<file path="config.mk">
export PLATFORM = sky130hd
export DESIGN_NAME = load_store_unit_flat
export DESIGN_NICKNAME = d
export VERILOG_FILES = /design/src/rtl/load_store_unit_if.sv /design/src/rtl/load_store_unit.sv /design/src/flat_wrapper.sv
export SDC_FILE = /design/constraint.sdc
export NUM_CORES = 1
export LEC_CHECK = 0
export BUFFER_PORTS_ARGS = -buffer_cell sky130_fd_sc_hd__buf_2
export CAP_MARGIN = 40
export CELL_PAD_IN_SITES_DETAIL_PLACEMENT = 0
export CELL_PAD_IN_SITES_GLOBAL_PLACEMENT = 1
export CORE_MARGIN = 2
export CORE_UTILIZATION = 25
export DETAILED_ROUTE_END_ITERATION = 6
export GPL_TIMING_DRIVEN = 0
export PLACE_DENSITY_LB_ADDON = 0.1
export SLEW_MARGIN = 20
export SYNTH_ARGS = -nofsm -noshare
export SYNTH_HDL_FRONTEND = slang
export SYNTH_SLANG_ARGS = --single-unit
</file>
<file path="constraint.sdc">
create_clock -name clk -period 2.85 [get_ports clk]
set_input_delay 0.855 -clock clk [delete_from_list [all_inputs] [get_ports clk]]
set_output_delay 0.855 -clock clk [all_outputs]
set_load 0.05 [all_outputs]
</file>
<file path="src/rtl/load_store_unit_if.sv">
// Word-wide data-memory bus between the load/store unit (master) and memory (slave).
// mem_rdata is valid in the same cycle as mem_ack for reads.
interface load_store_unit_if #(
  parameter int ADDR_W = 32
);
  logic              mem_req;
  logic              mem_we;
  logic [ADDR_W-1:0] mem_addr;
  logic [3:0]        mem_be;
  logic [31:0]       mem_wdata;
  logic              mem_ack;
  logic [31:0]       mem_rdata;

  modport master (
    output mem_req, mem_we, mem_addr, mem_be, mem_wdata,
    input  mem_ack, mem_rdata
  );

  modport slave (
    input  mem_req, mem_we, mem_addr, mem_be, mem_wdata,
    output mem_ack, mem_rdata
  );
endinterface

</file>
<file path="src/rtl/load_store_unit.sv">
// Load/store unit: runs one req/ack bus access per memory instruction, stalls the core meanwhile.
// Optional MISALIGN_TRAP_EN adds a misalign output and traps misaligned halfword/word accesses.
module load_store_unit #(
  parameter int TIMEOUT_CYCLES = 64,
  parameter int ADDR_W         = 32
) (
  input  logic              clk,
  input  logic              rst_n,
  input  logic              start,
  input  logic              MemRW,
  input  logic [2:0]        RSel,
  input  logic [1:0]        WSel,
  input  logic [ADDR_W-1:0] addr,
  input  logic [31:0]       wdata,
  output logic              stall,
  output logic              done,
  output logic [31:0]       ld_data,
  output logic              timeout,
`ifdef MISALIGN_TRAP_EN
  output logic              misalign,
`endif
  load_store_unit_if.master bus
);

  typedef enum logic [1:0] {IDLE = 2'd0, BUS = 2'd1, DONE = 2'd2} state_t;

  localparam logic [7:0] LAST_CNT = 8'(TIMEOUT_CYCLES - 1);

  state_t            state_r, state_s;
  logic [7:0]        count_r;
  logic              we_r;
  logic [2:0]        rsel_r;
  logic [1:0]        lane_r;
  logic [ADDR_W-1:0] addr_r;
  logic [3:0]        be_r;
  logic [31:0]       wdata_r;
  logic [31:0]       ld_data_r;
  logic              timeout_r;
  logic              misalign_s;
  logic              accept_s;
  logic              req_s;

  function automatic logic [3:0] store_be(input logic [1:0] wsel, input logic [1:0] off);
    case (wsel)
      2'b00:   return 4'b0001 << off;
      2'b01:   return 4'b0011 << {off[1], 1'b0};
      default: return 4'b1111;
    endcase
  endfunction

  function automatic logic [31:0] store_data(input logic [1:0] wsel, input logic [31:0] d);
    case (wsel)
      2'b00:   return {4{d[7:0]}};
      2'b01:   return {2{d[15:0]}};
      default: return d;
    endcase
  endfunction

  function automatic logic [31:0] extend_load(input logic [2:0] rsel, input logic [1:0] off,
                                              input logic [31:0] word);
    logic [7:0]  b;
    logic [15:0] h;
    b = word[{off, 3'b000} +: 8];
    h = off[1] ? word[31:16] : word[15:0];
    case (rsel)
      3'b000:  return {{24{b[7]}}, b};
      3'b001:  return {{16{h[15]}}, h};
      3'b100:  return {24'd0, b};
      3'b101:  return {16'd0, h};
      default: return word;
    endcase
  endfunction

`ifdef MISALIGN_TRAP_EN
  logic half_s, word_s;

  // Classify the incoming access size for the alignment trap
  always_comb begin
    half_s = 1'b0;
    word_s = 1'b0;
    if (MemRW) begin
      half_s = (WSel == 2'b01);
      word_s = WSel[1];
    end else begin
      half_s = (RSel == 3'b001) || (RSel == 3'b101);
      word_s = !((RSel == 3'b000) || (RSel == 3'b001) || (RSel == 3'b100) || (RSel == 3'b101));
    end
  end

  assign misalign_s = rst_n && (state_r == IDLE) && start &&
                      ((half_s && addr[0]) || (word_s && (addr[1:0] != 2'b00)));
  assign misalign   = misalign_s;
`else
  assign misalign_s = 1'b0;
`endif

  assign accept_s = (state_r == IDLE) && start && !misalign_s;

  // State register
  always_ff @(posedge clk or negedge rst_n) begin
    if (!rst_n) state_r <= IDLE;
    else        state_r <= state_s;
  end

  // Next-state: ack wins over timeout even on the last allowed cycle
  always_comb begin
    state_s = state_r;
    case (state_r)
      IDLE: begin
        if (accept_s) state_s = BUS;
        else          state_s = IDLE;
      end
      BUS: begin
        if (bus.mem_ack)               state_s = DONE;
        else if (count_r == LAST_CNT)  state_s = IDLE;
        else                           state_s = BUS;
      end
      DONE:    state_s = IDLE;
      default: state_s = IDLE;
    endcase
  end

  // Core-facing handshake outputs decoded from state
  always_comb begin
    stall = 1'b0;
    done  = 1'b0;
    req_s = 1'b0;
    case (state_r)
      IDLE:    stall = start && rst_n;
      BUS: begin
        stall = 1'b1;
        req_s = 1'b1;
      end
      DONE:    done = 1'b1;
      default: stall = 1'b0;
    endcase
  end

  // Cycles spent waiting in BUS
  always_ff @(posedge clk or negedge rst_n) begin
    if (!rst_n)                count_r <= 8'd0;
    else if (state_r == BUS)   count_r <= count_r + 8'd1;
    else                       count_r <= 8'd0;
  end

  // Latch the request so the bus stays stable until ack
  always_ff @(posedge clk or negedge rst_n) begin
    if (!rst_n) begin
      we_r    <= 1'b0;
      rsel_r  <= 3'd0;
      lane_r  <= 2'd0;
      addr_r  <= '0;
      be_r    <= 4'd0;
      wdata_r <= 32'd0;
    end else if (accept_s) begin
      we_r    <= MemRW;
      rsel_r  <= RSel;
      lane_r  <= addr[1:0];
      addr_r  <= {addr[ADDR_W-1:2], 2'b00};
      be_r    <= MemRW ? store_be(WSel, addr[1:0]) : 4'b1111;
      wdata_r <= MemRW ? store_data(WSel, wdata) : 32'd0;
    end
  end

  // Load result capture and timeout pulse
  always_ff @(posedge clk or negedge rst_n) begin
    if (!rst_n) begin
      ld_data_r <= 32'd0;
      timeout_r <= 1'b0;
    end else begin
      timeout_r <= (state_r == BUS) && !bus.mem_ack && (count_r == LAST_CNT);
      if ((state_r == BUS) && bus.mem_ack && !we_r)
        ld_data_r <= extend_load(rsel_r, lane_r, bus.mem_rdata);
    end
  end

  assign ld_data       = ld_data_r;
  assign timeout       = timeout_r;
  assign bus.mem_req   = req_s;
  assign bus.mem_we    = we_r;
  assign bus.mem_addr  = addr_r;
  assign bus.mem_be    = be_r;
  assign bus.mem_wdata = wdata_r;

endmodule

</file>
<file path="src/flat_wrapper.sv">
// flat-port wrapper written by rule: the top's interface ports become plain ports
module load_store_unit_flat 
#(
  parameter int TIMEOUT_CYCLES = 64,
  parameter int ADDR_W         = 32
)
  (clk, rst_n, start, MemRW, RSel, WSel, addr, wdata, stall, done, ld_data, timeout, bus_mem_req, bus_mem_we, bus_mem_addr, bus_mem_be, bus_mem_wdata, bus_mem_ack, bus_mem_rdata);
  load_store_unit_if #(.ADDR_W(ADDR_W)) bus_i ();
  input  logic clk;
  input  logic rst_n;
  input  logic start;
  input  logic MemRW;
  input  logic [2:0] RSel;
  input  logic [1:0] WSel;
  input  logic [ADDR_W-1:0] addr;
  input  logic [31:0] wdata;
  output logic stall;
  output logic done;
  output logic [31:0] ld_data;
  output logic timeout;
  output wire logic [$bits(bus_i.mem_req)-1:0] bus_mem_req;
  output wire logic [$bits(bus_i.mem_we)-1:0] bus_mem_we;
  output wire logic [$bits(bus_i.mem_addr)-1:0] bus_mem_addr;
  output wire logic [$bits(bus_i.mem_be)-1:0] bus_mem_be;
  output wire logic [$bits(bus_i.mem_wdata)-1:0] bus_mem_wdata;
  input wire logic [$bits(bus_i.mem_ack)-1:0] bus_mem_ack;
  input wire logic [$bits(bus_i.mem_rdata)-1:0] bus_mem_rdata;
  assign bus_mem_req = bus_i.mem_req;
  assign bus_mem_we = bus_i.mem_we;
  assign bus_mem_addr = bus_i.mem_addr;
  assign bus_mem_be = bus_i.mem_be;
  assign bus_mem_wdata = bus_i.mem_wdata;
  assign bus_i.mem_ack = bus_mem_ack;
  assign bus_i.mem_rdata = bus_mem_rdata;
  load_store_unit #(.TIMEOUT_CYCLES(TIMEOUT_CYCLES), .ADDR_W(ADDR_W)) u_core (.clk(clk), .rst_n(rst_n), .start(start), .MemRW(MemRW), .RSel(RSel), .WSel(WSel), .addr(addr), .wdata(wdata), .stall(stall), .done(done), .ld_data(ld_data), .timeout(timeout), .bus(bus_i));
endmodule
</file>
==> results of run 1 <==
registers in the layout, indices dropped and copies added (netlist names):
register / cells
u_core.ld_data: 32
u_core.state_r: 2
u_core.bus.mem_wdata: 32
u_core.count_r: 8
u_core.bus.mem_be: 4
u_core.bus.mem_addr: 30
u_core.timeout: 1
u_core.rsel_r: 3
u_core.lane_r: 2
u_core.bus.mem_we: 1
where the power goes:
part	total, uW	switching [uW]	internal (uW)
clock	2150	848	1300
sequential	2600	349	2250
combinational	4510	3420	1080
metrics by stage:
stage                     power, uW  utilization, %
after CTS                      9360            35.1
after detailed placement       7160            32.2
after global placement         7130            32.0
final                          9250            35.2
after floorplan                5890               -
after global routing           9780            35.2
synthesized netlist by cell type (all sizes together), types with 3 or more instances:
| cell | instances | area, um^2 |
|---|---|---|
| nand2 | 156 | 586 |
| clkbuf | 31 | 116 |
| o31ai | 16 | 120 |
| mux2 | 10 | 113 |
| nor2b | 16 | 100 |
| buf | 13 | 80.1 |
| a21oi | 12 | 60.1 |
| nor3 | 3 | 15.0 |
| a32oi | 3 | 26.3 |
| a22oi | 7 | 52.6 |
| inv | 6 | 22.5 |
| nor4bb | 5 | 50.1 |
| a22o | 8 | 70.1 |
| dfrtp | 115 | 2880 |
| xor2 | 4 | 35.0 |
| o22a | 5 | 43.8 |
| nor2 | 51 | 191 |
| a2bb2oi | 4 | 35.0 |
| mux2i | 17 | 170 |
| nor3b | 5 | 37.5 |
| and2 | 5 | 31.3 |
| nand3 | 12 | 60.1 |
| a31oi | 26 | 163 |
| o21ai | 30 | 150 |
layer usage:
layer | up-vias | global-route usage, % | wire (um)
met5 | - | 0 | 0
met4 | 0 | 5.90 | 303
met3 | 19 | 4.57 | 1400
met2 | 189 | 26.6 | 8810
met1 | 2429 | 22.3 | 8250
li1 | 2415 | - | -
worst max-delay path: cells and delay by family:
family                 cells  cell delay (ps)
buffers and inverters      3              740
AOI/OAI and AO/OA          1              100
and+or+nand+nor            1               80
kinds of logic (layout without fill, tap and decap cells):
kind of cell	Yosys count	after routing
simple gates	257	257
compound gates	117	117
flops	115	115
buf+inv	50	291
mux	27	27
xor+xnor	6	6
fa+ha+maj	1	1
other cells	1	2
final cells by class:
cell class | instances | area (um^2)
sequential | 115 | 2880
fill | 2271 | 13600
clock inverter | 14 | 158
tap | 275 | 344
timing repair buffer | 209 | 1110
buffer | 44 | 196
clock buffer | 18 | 429
inverter | 6 | 22.5
multi-input combinational | 410 | 2230
worst min-delay path by stage:
stage                                  from                  to  slack (ps)  cells past startpoint
after floorplan           u_core.count_r[0]   u_core.count_r[0]         420                      1
after global placement    u_core.count_r[0]   u_core.count_r[0]         450                      1
after detailed placement  u_core.count_r[0]   u_core.count_r[0]         450                      1
after CTS                             rst_n  u_core.ld_data[14]         330                      1
after global routing                  rst_n  u_core.ld_data[10]         300                      1
final                                 rst_n  u_core.ld_data[10]         290                      1
repair_timing:
action | CTS | global route
gates resized for setup | 1 | 1
setup endpoints to repair | 1 | 1
gates cloned | 1 | 0
==> results.cfg, run 1 <==
[yosys]
ys_async_sr_fraction_pct = 100
syn_area_per_cell_um2 = 9.27
synth-seq-area-share_pct = 54.1
postSynthCellCount = 574
ys_warn_count = 0
synth_fa_ha_area_share_pct = 0.235
synth_edf_count = 0
synth-simple-area-share_pct = 20.6
synthMuxAreaShare_pct = 5.31
synth.distinct_cells = 39
synth_top_family_by_area = simple AND/OR/NAND/NOR gates
synth-compound-area-share_pct = 14.6
syn-cell-area_um2 = 5320
ys_ff_latch = 115
synth_xor_area_share_pct = 0.988
synth_top_flop_cell = dfrtp_1

[timing]
min_period_ps = 2690
hold_viol = 0
finalCritPeriodShare_pct = 94.5
worstMarginPinSlew_ps = 632
skew_ps = 8.63
holdWs_ps = 292
slew_headroom_pct = 57.8
setup_viol = 0
finalSetupTns_ps = 0
drv_slew = 0
rsz0062_at_grt = no
final.setup.worst_slack_ps = 156
fmax_ghz = 0.371

[clocking]
clockBufferDepth = 2
postCtsSetupRepairBufs = 0
hold_buffers = 0
clockRootBuffer = clkbuf_16
numCtsBuffers = 17
cts_tree = built
clock_sinks = 115
path_clk_slew_ps = 60
clock_latency_ps = 420
htree_levels = 4

[cells_and_area]
final_common_cell = buf_2
syn_to_final_growth_pct = 38.4
fin_nets = 910
diodes = 0
layout-drive-gt1-share_pct = 32.1
final_cell_mix = 213 x buf_2, 156 x nand2_1, 115 x dfrtp_1
fin_cells = 1091
finalInstanceArea_um2 = 7370

[pwr]
irDropWorstVdd_uv = 368
power_density_nw_per_um2 = 1260
p_leak_uw = 0.00367

[worst_setup_path]
reg2reg_from = u_core.state_r[1]
path_class = in2out
worstPathCellList = buf_12 -> buf_16 -> a21oi_1 -> nor2_1 -> buf_2
worstSetupStartpoint = rst_n
crit_arrival_ps = 1840
cp-endpoint = stall
start_kind = primary input
cp_slowest_cell = buf_2
cp_max_fo = 45
crit_path_end_kind = primary output
crit_required_ps = 2000
reg2reg_depth = 5
max_stage_delay_ps = 270
r2r-end = u_core.ld_data[10]
r2r_slack_ps = 900

[grt]
grt_max_degree = 46
grt_usage_pct = 16.9
grt_pass1_vias = 5069
antenna_found_initial = 0
grt_overflow_total = 0
grt_pass1_wl_um = 28600

[floorplanning]
die_w_um = 150
core_um2 = 21000
rows = 53
initial_core_util_pct = 25.4
io_pins = 211
die_h_um = 150
die-area_um2 = 22500

[drt]
vias = 5052
wl_per_cell_um = 17.2
viasPerCell = 4.63
drc = 0
drt_iter0_drc = 288
dr.pass1.iters = 5
postRouteAntennaNets = 0
totalWireLength_um = 18800

[placed_design]
dpl_cell_area_um2 = 6740
place.gp.congestion = 0.809
dp.cells = 1058
hpwl_um = 13900
port_buffers = 207
pre_cts_ws_ps = -190

[worst_hold_path]
hp-class = in2async

[outcome]
status = complete, no violations

[job]
drv_cap = 0
Note: power is estimated with default switching activity, not from simulation.
==> inputs of run 2 (changes only) <==
--- a/config.mk
+++ b/config.mk
@@ -5,7 +5,7 @@
 export SDC_FILE = /design/constraint.sdc
 export NUM_CORES = 1
 export LEC_CHECK = 0
-export BUFFER_PORTS_ARGS = -buffer_cell sky130_fd_sc_hd__buf_2
+export BUFFER_PORTS_ARGS = -buffer_cell sky130_fd_sc_hd__buf_4
 export CAP_MARGIN = 40
 export CELL_PAD_IN_SITES_DETAIL_PLACEMENT = 0
 export CELL_PAD_IN_SITES_GLOBAL_PLACEMENT = 1
@@ -14,6 +14,7 @@
 export DETAILED_ROUTE_END_ITERATION = 6
 export GPL_TIMING_DRIVEN = 0
 export PLACE_DENSITY_LB_ADDON = 0.1
+export REMOVE_ABC_BUFFERS = 1
 export SLEW_MARGIN = 20
 export SYNTH_ARGS = -nofsm -noshare
 export SYNTH_HDL_FRONTEND = slang
==> results.cfg, run 2 (synthesized netlist as in run 1, its figures left out) <==
[worst_setup_path]
crit_arrival_ps = 1800
start_kind = primary input
cp_max_fo = 50
r2r_slack_ps = 330
reg2reg_depth = 9
reg2reg_from = u_core.state_r[1]
crit_path_end_kind = primary output
crit_required_ps = 2000
r2r-end = u_core.ld_data[4]
path_class = in2out

[cells_and_area]
seqCellArea_um2 = 2880
final_cell_mix = 210 x buf_4, 155 x nand2_1, 114 x dfrtp_1
layout-drive-gt1-share_pct = 33.9
fin_nets = 875
fin_cells = 1056
syn_to_final_growth_pct = 47.2
num-fill-cells = 2184
final_common_cell = buf_4
multi_input_comb_area_um2 = 2240
diodes = 0

[clocking]
clockRootBuffer = clkbuf_16
numCtsBuffers = 17
htree_levels = 4
clock_latency_ps = 410
path_clk_slew_ps = 60
clock_sinks = 115
postCtsSetupRepairBufs = 0
cts_tree = built
clockBufferDepth = 2

[timing]
fmax_ghz = 0.377
rsz0062_at_grt = no
slew_headroom_pct = 47.0
drv_slew = 0
skew_ps = 10.0
setup_viol = 0
worstMarginPinSlew_ps = 795
hold_viol = 0
min_period_ps = 2650
holdWs_ps = 299
finalCritPeriodShare_pct = 93.0

[floorplanning]
initial_core_util_pct = 25.4
die-area_um2 = 22500
core_um2 = 21000
die_w_um = 150
die_h_um = 150
io_pins = 211
rows = 53

[pwr]
p_leak_uw = 0.00382
irDropWorstVdd_uv = 533
power_density_nw_per_um2 = 1230

[grt]
antenna_found_initial = 0
grt_overflow_total = 0
grt_pass1_vias = 4843
grt_max_degree = 54
grt_usage_pct = 15.5
grt_pass1_wl_um = 26800

[drt]
postRouteAntennaNets = 0
totalWireLength_um = 17000
drc = 0
viasPerCell = 4.55
wl_per_cell_um = 16.1
dr.pass1.iters = 4
drt_iter0_drc = 232
vias = 4806

[placed_design]
dp.cells = 1022
port_buffers = 208
place.gp.congestion = 0.751
hpwl_um = 11700

[worst_hold_path]
hp-class = in2async

[outcome]
status = complete, no violations

[job]
drv_cap = 0
## run 2: cell count changes in the layout (fill, tap and decap cells not counted), moves of 2 or more
| cell | change |
|---|---|
| buf_2 | -212 |
| buf_4 | +208 |
| clkbuf_1 | -32 |
| buf_1 | -2 |
| clkbuf_8 | +2 |
| clkinv_2 | +2 |
| inv_8 | -2 |
## run 2: power breakdown
group	internal (uW)	leakage (uW)	switching [uW]	total, uW
clock network	1420	0.000295	779	2200
logic	1440	0.00212	3250	4690
registers	2250	0.00141	487	2730
total	5100	0.00382	4520	9620
## run 2: timing repair
| action | in CTS | in global routing |
|---|---|---|
| cloned | 1 | 0 |
| hold buffers | 0 | 0 |
| resized for setup | 0 | 1 |
| endpoints found under the setup margin | 1 | 1 |
## run 2: how the worst max path moves through the flow
stage / start / end / slack (ps)
after floorplan: bus_mem_ack / u_core.ld_data[1] / -2100
after global placement: bus_mem_ack / u_core.ld_data[1] / -3970
after detailed placement: rst_n / stall / -90
after CTS: rst_n / stall / 50
after global routing: rst_n / stall / 70
final: rst_n / stall / 200
## run 2: layout make-up
| class | count | share of cell area [%] |
|---|---|---|
| clock inverter | 13 | 2.03 |
| sequential | 115 | 36.8 |
| timing repair buffer | 218 | 22.1 |
| inverter | 6 | 0.288 |
| clock buffer | 19 | 5.78 |
| multi-input combinational | 410 | 28.6 |
| tap | 275 | 4.39 |
## run 2: through the flow
step	util, %	power [uW]	area [um^2]	setup WS [ps]	setup TNS (ps)
floorplan	-	5790	5130	-2100	-58240
global placement	33.6	7420	7030	-3970	-168970
detailed placement	34.2	7490	7180	-86.2	-86.2
CTS	37.3	9750	7820	48.6	0
global route	37.4	10200	7830	68.0	0
finish	37.4	9620	7830	200	0
## run 2: layer usage
| layer | up-vias | wire (um) | GRT usage (%) |
|---|---|---|---|
| met1 | 2285 | 7500 | 19.8 |
| met4 | 0 | 242 | 4.91 |
| met5 | - | 0 | 0 |
| met2 | 155 | 7670 | 23.9 |
| li1 | 2349 | - | - |
| met3 | 17 | 1620 | 6.34 |
## run 2: critical path: stages
cell     delay, ps
buf_12         240
buf_16         240
a21oi_1        100
nor2_1         100
buf_4          210
